[src/rtl/ex_mem_reg_pkg.sv]
// rtl/ex_mem_reg_pkg.sv - opcode constants, flag indices and flag update mask for the EX/MEM stage
package ex_mem_reg_pkg;

  localparam logic [3:0] OP_ADD    = 4'h0;
  localparam logic [3:0] OP_SUB    = 4'h1;
  localparam logic [3:0] OP_XOR    = 4'h2;
  localparam logic [3:0] OP_RED    = 4'h3;
  localparam logic [3:0] OP_SLL    = 4'h4;
  localparam logic [3:0] OP_SRA    = 4'h5;
  localparam logic [3:0] OP_ROR    = 4'h6;
  localparam logic [3:0] OP_PADDSB = 4'h7;
  localparam logic [3:0] OP_LW     = 4'h8;
  localparam logic [3:0] OP_SW     = 4'h9;
  localparam logic [3:0] OP_LLB    = 4'hA;
  localparam logic [3:0] OP_LHB    = 4'hB;
  localparam logic [3:0] OP_B      = 4'hC;
  localparam logic [3:0] OP_BR     = 4'hD;
  localparam logic [3:0] OP_PCS    = 4'hE;
  localparam logic [3:0] OP_HLT    = 4'hF;

  localparam int FLAG_N = 2;
  localparam int FLAG_V = 1;
  localparam int FLAG_Z = 0;

  // Which of {N,V,Z} an opcode is allowed to write.
  function automatic logic [2:0] flag_mask(input logic [3:0] op);
    logic [2:0] m;
    m = 3'b000;
    case (op)
      OP_ADD, OP_SUB:                 m = 3'b111;
      OP_XOR, OP_SLL, OP_SRA, OP_ROR: m = 3'b001;
      default:                        m = 3'b000;
    endcase
    return m;
  endfunction

endpackage

[src/rtl/ex_mem_reg_flag_reg.sv]
// rtl/ex_mem_reg_flag_reg.sv - architectural {N,V,Z} register with per-bit masked update
module flag_reg
  import ex_mem_reg_pkg::*;
(
  input  logic       clk,
  input  logic       rst,
  input  logic       en,
  input  logic [2:0] mask,
  input  logic [2:0] flags_new,
  output logic [2:0] flags
);

  logic [2:0] flags_q;
  logic [2:0] flags_d;

  always_comb begin
    flags_d = flags_q;
    for (int i = 0; i < 3; i++) begin
      if (en && mask[i]) begin
        flags_d[i] = flags_new[i];
      end
    end
  end

  always_ff @(posedge clk) begin
    if (rst) begin
      flags_q <= 3'b000;
    end else begin
      flags_q <= flags_d;
    end
  end

  assign flags = flags_q;

endmodule

[src/rtl/ex_mem_reg.sv]
// rtl/ex_mem_reg.sv - EX/MEM pipeline register with stall, flush, sticky halt and flag ownership
module ex_mem_reg
  import ex_mem_reg_pkg::*;
#(
  parameter int DW = 16,
  parameter int RW = 7,
  parameter int AW = 4
) (
  input  logic          clk,
  input  logic          rst,
  input  logic          stall,
  input  logic          flush,
  input  logic          ex_valid,
  input  logic [3:0]    ex_opcode,
  input  logic [DW-1:0] ex_alu_out,
  input  logic [RW-1:0] ex_red_out,
  input  logic          ex_ovf,
  input  logic [AW-1:0] ex_rd,
  input  logic          ex_reg_wr,
  input  logic          ex_mem_rd,
  input  logic          ex_mem_wr,
  input  logic [DW-1:0] ex_store_data,
  output logic          mem_valid,
  output logic [DW-1:0] mem_result,
  output logic [AW-1:0] mem_rd,
  output logic          mem_reg_wr,
  output logic          mem_mem_rd,
  output logic          mem_mem_wr,
  output logic [DW-1:0] mem_store_data,
  output logic [2:0]    flags,
  output logic          halted
);

  logic          valid_q, valid_d;
  logic [DW-1:0] result_q, result_d;
  logic [AW-1:0] rd_q, rd_d;
  logic          reg_wr_q, reg_wr_d;
  logic          mrd_q, mrd_d;
  logic          mwr_q, mwr_d;
  logic [DW-1:0] sdata_q, sdata_d;
  logic          halted_q, halted_d;

  logic [DW-1:0] ex_result;
  logic [2:0]    flags_new;
  logic          flag_en;

  always_comb begin
    ex_result = ex_alu_out;
    if (ex_opcode == OP_RED) begin
      ex_result = {{(DW-RW){ex_red_out[RW-1]}}, ex_red_out};
    end
  end

  always_comb begin
    flags_new         = 3'b000;
    flags_new[FLAG_N] = ex_result[DW-1];
    flags_new[FLAG_V] = ex_ovf;
    flags_new[FLAG_Z] = (ex_result == '0);
  end

  // Halt outranks flush, flush outranks stall; data fields only move on a load.
  always_comb begin
    valid_d  = valid_q;
    result_d = result_q;
    rd_d     = rd_q;
    reg_wr_d = reg_wr_q;
    mrd_d    = mrd_q;
    mwr_d    = mwr_q;
    sdata_d  = sdata_q;
    halted_d = halted_q;
    flag_en  = 1'b0;
    if (halted_q || flush) begin
      valid_d  = 1'b0;
      reg_wr_d = 1'b0;
      mrd_d    = 1'b0;
      mwr_d    = 1'b0;
    end else if (!stall) begin
      valid_d  = ex_valid;
      result_d = ex_result;
      rd_d     = ex_rd;
      reg_wr_d = ex_valid & ex_reg_wr;
      mrd_d    = ex_valid & ex_mem_rd;
      mwr_d    = ex_valid & ex_mem_wr;
      sdata_d  = ex_store_data;
      flag_en  = ex_valid;
      if (ex_valid && (ex_opcode == OP_HLT)) begin
        halted_d = 1'b1;
      end
    end
  end

  always_ff @(posedge clk) begin
    if (rst) begin
      valid_q  <= 1'b0;
      result_q <= '0;
      rd_q     <= '0;
      reg_wr_q <= 1'b0;
      mrd_q    <= 1'b0;
      mwr_q    <= 1'b0;
      sdata_q  <= '0;
      halted_q <= 1'b0;
    end else begin
      valid_q  <= valid_d;
      result_q <= result_d;
      rd_q     <= rd_d;
      reg_wr_q <= reg_wr_d;
      mrd_q    <= mrd_d;
      mwr_q    <= mwr_d;
      sdata_q  <= sdata_d;
      halted_q <= halted_d;
    end
  end

  flag_reg u_flag_reg (
    .clk       (clk),
    .rst       (rst),
    .en        (flag_en),
    .mask      (flag_mask(ex_opcode)),
    .flags_new (flags_new),
    .flags     (flags)
  );

  assign mem_valid      = valid_q;
  assign mem_result     = result_q;
  assign mem_rd         = rd_q;
  assign mem_reg_wr     = reg_wr_q;
  assign mem_mem_rd     = mrd_q;
  assign mem_mem_wr     = mwr_q;
  assign mem_store_data = sdata_q;
  assign halted         = halted_q;

endmodule

[config.mk]
export PLATFORM = sky130hd
export DESIGN_NAME = ex_mem_reg
export DESIGN_NICKNAME = d
export VERILOG_FILES = /design/src/rtl/ex_mem_reg_pkg.sv /design/src/rtl/ex_mem_reg_flag_reg.sv /design/src/rtl/ex_mem_reg.sv
export SDC_FILE = /design/constraint.sdc
export NUM_CORES = 1
export LEC_CHECK = 0
export BUFFER_PORTS_ARGS = -buffer_cell sky130_fd_sc_hd__buf_4
export CAP_MARGIN = 10
export CORE_MARGIN = 2
export CORE_UTILIZATION = 30
export DETAILED_ROUTE_END_ITERATION = 10
export PLACE_DENSITY_LB_ADDON = 0.12
export SLEW_MARGIN = 20
export SYNTH_ARGS = -nofsm -noshare
export SYNTH_HDL_FRONTEND = slang
export SYNTH_SLANG_ARGS = --single-unit
[constraint.sdc]
create_clock -name clk -period 1.72 [get_ports clk]
set_input_delay 0.344 -clock clk [delete_from_list [all_inputs] [get_ports clk]]
set_output_delay 0.344 -clock clk [all_outputs]
set_load 0.005 [all_outputs]
# Yosys cells after proc, flatten, opt, wreduce, memory -nomap -nowiden
# Cells that the tools add are included.
# Widths: inputs -> output; s select.
# word_totals
reg_bits	44
inputBits	56
out_inout_bits	44
# classes
eq_ne	7
muxes	4
bitwise	5
reduce_logical	12
# op_table
cell	count
$logic_not 16->1	1
$mux 16	1
$eq 4x3->1 const B	3
$eq 4x2->1 const B	2
$pmux 3 s2	1
$eq 4x1->1 const B	1
$eq 4x4->1 const B	1
$logic_and 1x1->1	4
$logic_not 4->1	1
$reduce_or 2->1	2
$reduce_or 4->1	1
$and 1x1->1	3
$reduce_and 3->1	1
$mux 1	2
$not 1->1	2
$reduce_and 2->1	1
$logic_or 1x1->1	1

# Depth between registers and ports, before layout
# Gate-level depths: netlist of the first run.
# depth
depth_word	4
mapped_depth	5
ltp_nobuf	3

# Cells and area by module
# From an unflattened synthesis of the first run, not the netlist that was laid out.
# unflattened
cells_unflattened	213
area_unflattened_um2	1749.2
# modules_own_cells
mod	n_inst	cells_each	area_each_um2	seq_area_each_um2
ex_mem_reg	1	201	1625.3	820.8
flag_reg	1	12	123.9	60.1

# Worst setup path after synthesis of the first run
# OpenSTA, ideal clock, no wires.
# synth_timing
path_kind	in2reg
start	in stall
end	reg u_flag_reg.flags_q[1] (netlist: u_flag_reg.flags[1])
setup_time_ns	0.132
arrival_ns	1.221
required_ns	1.588
slack_ns	0.367
cell_stages	4
n_path_buf	1
cell_sequence	buf_4 -> or4b_1 -> o21ai_0 -> a21oi_1
# synth_via
elab_chain_cells	3
# synth_lines
element	line	source
from (decl)	ex_mem_reg.sv:11	input logic stall,
$mux 1	ex_mem_reg.sv:77	end else if (!stall) begin
$mux 1	ex_mem_reg.sv:72	if (halted_q || flush) begin
$logic_and 1x1->1	ex_mem_reg_flag_reg.sv:19	if (en && mask[i]) begin
to (signal assigned)	ex_mem_reg_flag_reg.sv:29	flags_q <= flags_d;
to (decl)	ex_mem_reg_flag_reg.sv:13	logic [2:0] flags_q;
# Every way passes these cells.
# A chain may end at the register's enable or synchronous reset.

# Final worst setup path of the first run
# layout_timing
start	reg halted_q (netlist: halted)
end	reg result_q[3] (netlist: mem_result[3])
# layout_via
elab_chain_cells	3
# layout_lines
element	line	source
from (decl)	ex_mem_reg.sv:41	logic halted_q, halted_d;
from (signal assigned)	ex_mem_reg.sv:110	halted_q <= halted_d;
$logic_or 1x1->1	ex_mem_reg.sv:72	
$not 1->1 (no source line)	n/a	
$reduce_and 2->1 (no source line)	n/a	
to (signal assigned)	ex_mem_reg.sv:104	result_q <= result_d;
to (decl)	ex_mem_reg.sv:35	logic [DW-1:0] result_q, result_d;
# Every way passes these cells.

==> results of run 1 <==
==> state kept, by name, summed over array words and instances, names as in the netlist <==
| signal | cells |
|---|---|
| halted | 1 |
| mem_mem_wr | 1 |
| mem_valid | 1 |
| mem_result | 16 |
| mem_reg_wr | 1 |
| mem_mem_rd | 1 |
| mem_rd | 4 |
| mem_store_data | 16 |
| u_flag_reg.flags | 3 |
==> cell families after synthesis <==
| logic type | Yosys count |
|---|---|
| AND/OR/NAND/NOR | 105 |
| AO/OA/AOI/OAI | 48 |
| flip-flops | 44 |
| buffers and inverters | 17 |
==> worst max-delay path, delay by kind of cell, from the launching register on <==
family | cells | cell delay, ps
flip-flops | 1 | 390
AND/OR/NAND/NOR | 2 | 330
buffers and inverters | 1 | 290
AO/OA/AOI/OAI | 1 | 240
==> routing by layer <==
metal | part of all wire | GRT usage
met5 | 0 | 0
met4 | 0.014 | 0.0533
met3 | 0.073 | 0.0429
met2 | 0.48 | 0.240
met1 | 0.43 | 0.175
==> how the worst max path moves through the flow <==
stage / from / endpoint / slack (ps) / depth (start not counted)
final: halted / mem_result[3] / 380 / 4
after global routing: halted / mem_result[3] / 250 / 4
after CTS: halted / mem_result[3] / 350 / 4
after detailed placement: stall / mem_result[3] / 270 / 5
after global placement: stall / u_flag_reg.flags[1] / 320 / 4
after floorplan: stall / u_flag_reg.flags[1] / 370 / 4
==> final cells by class <==
class	instances	area (µm²)
flip-flops and latches	44	881
well taps	75	93.8
clock inverters	1	5.00
inverters	1	3.75
fillers	583	3170
clock buffers	6	72.6
repair buffers	105	801
multi-input cells	153	856
==> cell usage after synthesis <==
cell and n:
o21ai_0 2, nand4bb_1 1, o31ai_1 1, inv_1 1
or3_1 3, and4bb_1 1, dfxtp_1 44, a22oi_1 3
nor4_1 3, a21oi_1 25, nor4b_2 1, buf_4 3
nor2b_1 1, clkbuf_1 6, nor3_1 1, a211o_1 1
nand4_1 1, nor3_4 1, nand4b_1 2, a311oi_2 10
nand2_1 64, nand2_2 1, a311oi_1 6, or4b_1 1
clkbuf_2 1, buf_2 6, nor2_1 23, and4_1 1
==> metrics by stage <==
| stage | std cells | hold slack, ps | utilization |
|---|---|---|---|
| floorplan | 214 | 453 | - |
| global placement | 378 | 442 | 0.448 |
| detailed placement | 378 | 449 | 0.448 |
| CTS | 385 | 278 | 0.461 |
| global route | 385 | 280 | 0.461 |
| finish | 385 | 284 | 0.461 |
==> power by group through the flow <==
stage               clock network [µW]  logic, µW  registers [µW]
finish                             605        357            1090
detailed placement                   0        362            1120
global placement                     0        360            1120
CTS                                637        363            1090
floorplan                            0        146            1120
global route                       685        395            1100
==> results_dict.tcl, run 1 <==
set metrics [dict create \
    via_per_inst 4.68 \
    cts.path.max_buffers 2 \
    power.internal_uw 1540 \
    io_buffer_count 99 \
    most-common-layout-cells "104 x buf_4, 64 x nand2_1, 44 x dfxtp_1" \
    gp_congestion 0.729 \
    seq_power_share 0.532 \
    synthToLayoutAreaGrowth_pct 49.0 \
    fin_ws_ps 385 \
    grtUsageTotal 0.144 \
    leakagePower_uw 0.00117 \
    clockPowerShare 0.294 \
    dp_worst_setup_slack_ps 275 \
    grt_max_degree 33 \
    min_to "mem_mem_rd" \
    ios 100 \
    synth_mux_area_frac 0 \
    cts_sinks 44 \
    dpl_cell_area_um2 2640 \
    yosysTopAreaCell "dfxtp_1" \
    h-tree-depth 2 \
    ir_worst_vdd_uv 306 \
    synth-adder-area-share 0 \
    worstPathArrival_ps 1540 \
    rsz0062_at_grt "false" \
    setup_viol 0 \
    vias 1802 \
    r2r-start "halted" \
    worst_pin_slew_ps 459 \
    holdBufCountCts 0 \
    synth_compound_area_frac 0.207 \
    fp-row-count 28 \
    max_slew_margin 0.693 \
    clk_pin_slew_ps 80 \
    whs_path_depth 3 \
    synthXorXnorAreaFrac 0 \
    endpoint_kind "flip-flop" \
    cts_buffers 5 \
    finalClockSkew_ps 6.18 \
    critical_path.max_fanout 20 \
    syn_nets 270 \
    slowest_delay_ps 390 \
    gr-total-overflow 0 \
    firstDrtPassIters 4 \
    layout_commonest_cell "buf_4" \
    routedWlPerCell_um 12.6 \
    netlist_area_um2 1820 \
    fin_crit_sh 0.776 \
    p_sw_uw 510 \
    cts_setup_buffers 0 \
    worstPathCellList "nor3_4 > buf_4 > nor2_1 > a311oi_1" \
    ctsResizeCount 0 \
    synthTopCellsByArea "dfxtp_1 48%, nand2_1 13%, a311oi_2 8.2%" \
    status "finished clean" \
    ys_warn_count 0 \
    drtIter0Drc 51 \
    hold_violations 0 \
    clock-root-buffer "clkbuf_8" \
    min_from "ex_mem_rd" \
    dieArea_um2 6710 \
    worst_setup_path_start_kind "flip-flop" \
    grt_pass1_vias 1631 \
    synth_top_family_by_area "simple AND/OR/NAND/NOR gates" \
    yosys.area_share.simple 0.263 \
    slew_violations 0 \
    die_h_um 81.9 \
    p_sw_frac 0.248 \
    ant_nets 0 \
    clk_latency_ps 290 \
    ys_seq_area_frac 0.484 \
    antenna_found_initial 0 \
    coreArea_um2 5890 \
    cellPowerDensity_nw_per_um2 757 \
    cts_tree "yes" \
    fmax_mhz 749 \
    layout-drive-gt1-share 0.400 \
    antenna_cells 0 \
    worstHoldPathType "in -> reg" \
    r2r_setup_slack_ps 380 \
    final_area_um2 2710 \
    r2r-end "mem_result[3]" \
    rr_worst_depth 4 \
    worst-setup-path-type "reg -> reg" \
    ys_ff_latch 44 \
    drt_wl_total_um 4870 \
    crit_path_top_delay_cell "dfxtp_1" \
    yosys.area.top_type_share 0.484 \
    place_hpwl_um 3510 \
    synth_cells 214 \
    synth_cell_types 28 \
    tns_ps 0 \
    power.total_uw 2050 \
    dieWidth_um 81.9 \
    drc_errors 0 \
    max_cap_violations 0 \
    period_minus_slack_ps 1340 \
    avgSynthCellArea_um2 8.51 \
    num-nets-final 366 \
    cp.required_ps 1920 \
    share_comb_of_total_power 0.174 \
    grt_pass1_wl_um 7400 \
    initial_utilization 0.309 \
]
Power figures use the tool's default switching activity.
==> run 2: changes to the inputs <==
--- a/config.mk
+++ b/config.mk
@@ -5,6 +5,7 @@
 export SDC_FILE = /design/constraint.sdc
 export NUM_CORES = 1
 export LEC_CHECK = 0
+export ABC_AREA = 1
 export BUFFER_PORTS_ARGS = -buffer_cell sky130_fd_sc_hd__buf_4
 export CAP_MARGIN = 10
 export CORE_MARGIN = 2
==> constraint.sdc (replaced) <==
create_clock -name clk -period 1.2 [get_ports clk]
set_input_delay 0.24 -clock clk [delete_from_list [all_inputs] [get_ports clk]]
set_output_delay 0.24 -clock clk [all_outputs]
set_load 0.005 [all_outputs]
==> results_dict.tcl, run 2 <==
set metrics [dict create \
    vias 1955 \
    dieWidth_um 82.0 \
    ys_seq_area_frac 0.483 \
    dp_worst_setup_slack_ps -126 \
    fin_crit_sh 1.00 \
    syn_nets 308 \
    synth_flop_cell "dfxtp_1" \
    antenna_found_initial 0 \
    routedWlPerCell_um 11.9 \
    synthXorXnorAreaFrac 0 \
    violations "setup timing" \
    worstHoldPathType "in -> reg" \
    leakagePower_uw 0.00152 \
    initial_utilization 0.310 \
    ys_warn_count 0 \
    synth_compound_area_frac 0.168 \
    max_cap_violations 0 \
    yosysMostFrequentCell "nor2_1" \
    yosys.area_share.simple 0.270 \
    worstPathArrival_ps 1400 \
    yosysTopAreaCell "dfxtp_1" \
    most-common-layout-cells "113 x buf_4, 56 x nor2_1, 43 x dfxtp_1" \
    cts_sinks 44 \
    final_cells 445 \
    cp.required_ps 1400 \
    grt_pass1_vias 1717 \
    cts_tree "yes" \
    layout_commonest_cell "buf_4" \
    drt_wl_total_um 5290 \
    via_per_inst 4.39 \
    yosys.area.top_type_share 0.483 \
    synthTopCellsByCount "56 x nor2_1, 45 x nand2_1, 44 x dfxtp_1" \
    slew_violations 0 \
    endpoint_kind "flip-flop" \
    die_h_um 82.0 \
    finalClockSkew_ps 4.42 \
    dpl_cell_area_um2 2770 \
    critical_path.max_fanout 23 \
    drtIter0Drc 55 \
    gp_congestion 0.752 \
    hold_violations 0 \
    clock-root-buffer "clkbuf_8" \
    coreArea_um2 5890 \
    io_buffer_count 99 \
    cts_buffers 5 \
    ir_worst_vdd_uv 639 \
    grt_pass1_wl_um 7780 \
    synth-adder-area-share 0 \
    async_flop_share 0 \
    grtUsageTotal 0.151 \
    clk_latency_ps 300 \
    cts.path.max_buffers 2 \
    tns_ps -6.29 \
    fp-row-count 28 \
    ant_nets 0 \
    synth_cell_types 22 \
    worst_setup_path_start_kind "flip-flop" \
    gr-total-overflow 0 \
    cellPowerDensity_nw_per_um2 1080 \
    avgSynthCellArea_um2 7.24 \
    grt_max_degree 35 \
    period_minus_slack_ps 1200 \
    synth_mux_area_frac 0 \
    synth_edf_count 0 \
    setup_viol 2 \
    worst-setup-path-type "reg -> reg" \
    synthTopCellsByArea "dfxtp_1 48%, nor2_1 12%, o21ai_0 9.3%" \
    dieArea_um2 6720 \
    clk_pin_slew_ps 90 \
    place_hpwl_um 3890 \
    ys_ff_latch 44 \
    worst_pin_slew_ps 255 \
    status "finished, violations left" \
    num-nets-final 425 \
    final_area_um2 2960 \
    synth_cells 252 \
    drc_errors 0 \
    fin_ws_ps -3.34 \
    ios 100 \
    fmax_mhz 831 \
    rsz0062_at_grt "true" \
    holdWs_ps 151 \
    synth_top_family_by_area "simple AND/OR/NAND/NOR gates" \
    firstDrtPassIters 4 \
    synthToLayoutAreaGrowth_pct 62.4 \
    dp_cells 434 \
    antenna_cells 0 \
    netlist_area_um2 1820 \
    layout-drive-gt1-share 0.414 \
    h-tree-depth 2 \
    max_slew_margin 0.830 \
]
[run 2: per-layer routing]
layer,track usage,vias to the layer above,share of wire
met3,0.0429,5,0.081
met4,0.0550,0,0.011
li1,-,1039,-
met5,0,-,0
met1,0.192,844,0.45
met2,0.242,67,0.46
[run 2: worst paths after layout]
kind	start	to	slack, ps	cells past startpoint
setup / recovery	halted	mem_result[6]	-3	8
hold / removal	rst	halted	150	2
setup reg to reg	halted	mem_result[6]	-3	8
hold reg to reg	mem_mem_wr	mem_mem_wr	460	2
[run 2: what timing repair did]
| action | 4_1_cts | 5_1_grt |
|---|---|---|
| resized for setup | 3 | 21 |
| cloned | 0 | 1 |
| buffers inserted | 0 | 2 |
| hold buffers | 0 | 0 |
| pin swaps | 0 | 2 |
| setup endpoints to repair | 14 | 40 |
[run 2: power by group]
group / switching (µW) / internal, µW
combinational: 274 / 352
sequential: 44.9 / 1550
clock: 523 / 466
total: 842 / 2370
[run 2: critical path, cell delays in order, from the launching register on]
cell and delay (ps):
dfxtp_2 330, inv_2 50, nand2_2 50, nor2_4 160, buf_4 160, buf_12 140
nand2_1 70, o211ai_1 80, inv_1 60
[run 2: area by class of cell]
cell class	instances	area, µm²
Multi-Input combinational cell	173	843
Tap cell	75	93.8
Inverter	25	98.8
Fill cell	606	2920
Sequential cell	44	882
Clock inverter	2	15.0
Timing Repair Buffer	120	947
Clock buffer	6	82.6
[run 2: cell families after synthesis]
family          Yosys count
compound gates           56
simple gates            117
buf+inv                  35
flops                    44
[run 2: through the flow]
stage	power (µW)	util
final	3210	0.503
after CTS	3230	0.490
after global placement	2220	0.471
after global routing	3380	0.503
after detailed placement	2220	0.471
after floorplan	1840	-
==> run 3: changes to the inputs <==
--- a/config.mk
+++ b/config.mk
@@ -16,3 +16,4 @@
 export SYNTH_ARGS = -nofsm -noshare
 export SYNTH_HDL_FRONTEND = slang
 export SYNTH_SLANG_ARGS = --single-unit
+export TNS_END_PERCENT = 30
==> results_dict.tcl, run 3 (same netlist as run 2, synthesis figures left out) <==
set metrics [dict create \
    io_buffer_count 99 \
    antenna_cells 0 \
    initial_utilization 0.310 \
    dp_worst_setup_slack_ps -126 \
    final_area_um2 2930 \
    status "finished, violations left" \
    cts.path.max_buffers 2 \
    period_minus_slack_ps 1210 \
    via_per_inst 4.39 \
    setup_viol 3 \
    met1Wirelength_um 2310 \
    top_layer "met4" \
    slew_violations 0 \
    vias 1948 \
    fmax_mhz 829 \
    wl_met3_um 476 \
    dieArea_um2 6720 \
    worst-setup-path-type "reg -> reg" \
    cts_buffers 5 \
    dpl_cell_area_um2 2770 \
    h-tree-depth 2 \
    ir_worst_vdd_uv 639 \
    drc_errors 0 \
    rr_worst_depth 7 \
    hold_violations 0 \
    max_slew_margin 0.831 \
    dieWidth_um 82.0 \
    grt_pass1_wl_um 7780 \
    tns_ps -14.3 \
    max_cap_violations 0 \
    gr-total-overflow 0 \
    cp.required_ps 1400 \
    die_h_um 82.0 \
    worstPathArrival_ps 1400 \
    critical_path.max_fanout 15 \
    slowest_delay_ps 330 \
    cts_tree "yes" \
    cts_sinks 44 \
    ant_nets 0 \
    drtIter0Drc 62 \
    firstDrtPassIters 4 \
    finalClockSkew_ps 4.48 \
    grtUsageTotal 0.151 \
    crit_buf_inv 3 \
    place_hpwl_um 3890 \
    leakagePower_uw 0.00151 \
    worstPathCellList "inv_2 > nand2_2 > nor2_4 > inv_1 > buf_12 > nor2_1 > nor2_1" \
    synthToLayoutAreaGrowth_pct 60.4 \
    power.total_uw 3190 \
    clk_pin_slew_ps 90 \
    layout_commonest_cell "buf_4" \
    num-nets-final 424 \
    routedWlPerCell_um 11.8 \
    fin_ws_ps -6.10 \
    endpoint_kind "flip-flop" \
    most-common-layout-cells "113 x buf_4, 56 x nor2_1, 43 x nand2_1, 43 x dfxtp_1, 30 x o21ai_0" \
    crit_path_top_delay_cell "dfxtp_2" \
    wl_met2_um 2400 \
    clock-root-buffer "clkbuf_8" \
    ios 100 \
    worst_pin_slew_ps 253 \
    worst_setup_path_start_kind "flip-flop" \
    holdBufCountCts 0 \
    path_depth 7 \
    grt_max_degree 35 \
    coreArea_um2 5890 \
    drt_wl_total_um 5240 \
    worstHoldPathType "in -> reg" \
    antenna_found_initial 0 \
    grt_pass1_vias 1717 \
    rsz0062_at_grt "true" \
    fin_util 0.497 \
    violations "setup timing" \
    clk_latency_ps 300 \
    gp_congestion 0.752 \
    whs_path_depth 2 \
    fp-row-count 28 \
    cp_top_family "buffers and inverters" \
    fin_crit_sh 1.01 \
    cellPowerDensity_nw_per_um2 1090 \
    layout-drive-gt1-share 0.401 \
    crit_top_cell "nor2_1" \
]
[run 3: worst paths after layout]
path | startpoint | slack (ps) | end
worst min-delay path | rst | 150 | halted
worst min register to register | mem_mem_wr | 460 | mem_mem_wr
worst max-delay path | halted | -6 | mem_store_data[4]
worst max register to register | halted | -6 | mem_store_data[4]
[run 3: cell type report]
type	instances	area (µm²)
clock buffers	6	82.6
clock inverters	2	15.0
fillers	611	2960
inverters	25	96.3
multi-input cells	173	830
flip-flops and latches	44	882
well taps	75	93.8
repair buffers	119	927
[run 3: where the power goes]
| part | internal [µW] | switching, µW | total, µW |
|---|---|---|---|
| sequential | 1550 | 43.6 | 1590 |
| clock | 466 | 524 | 990 |
| combinational | 342 | 269 | 611 |
[run 3: worst register-to-register path, cell delays in order (launching register included)]
cell	delay, ps
dfxtp_2	330
inv_2	50
nand2_2	50
nor2_4	160
inv_1	180
buf_12	190
nor2_1	100
nor2_1	50
[run 3: through the flow]
stage	std cells	hold WS [ps]
after floorplan	252	309
after global placement	434	448
after detailed placement	434	452
after CTS	442	150
after global routing	444	149
final	444	151
[run 3: routing by layer]
metal	GRT usage	vias to the layer above
met5	0	-
met4	0.0550	0
met3	0.0429	5
met2	0.242	69
met1	0.192	839
li1	-	1035
[run 3: repair_timing]
action,in CTS,in global routing
pin swaps,0,1
buffers inserted,0,1
gates cloned,0,1
setup endpoints to repair,14,40
resized for setup,3,13
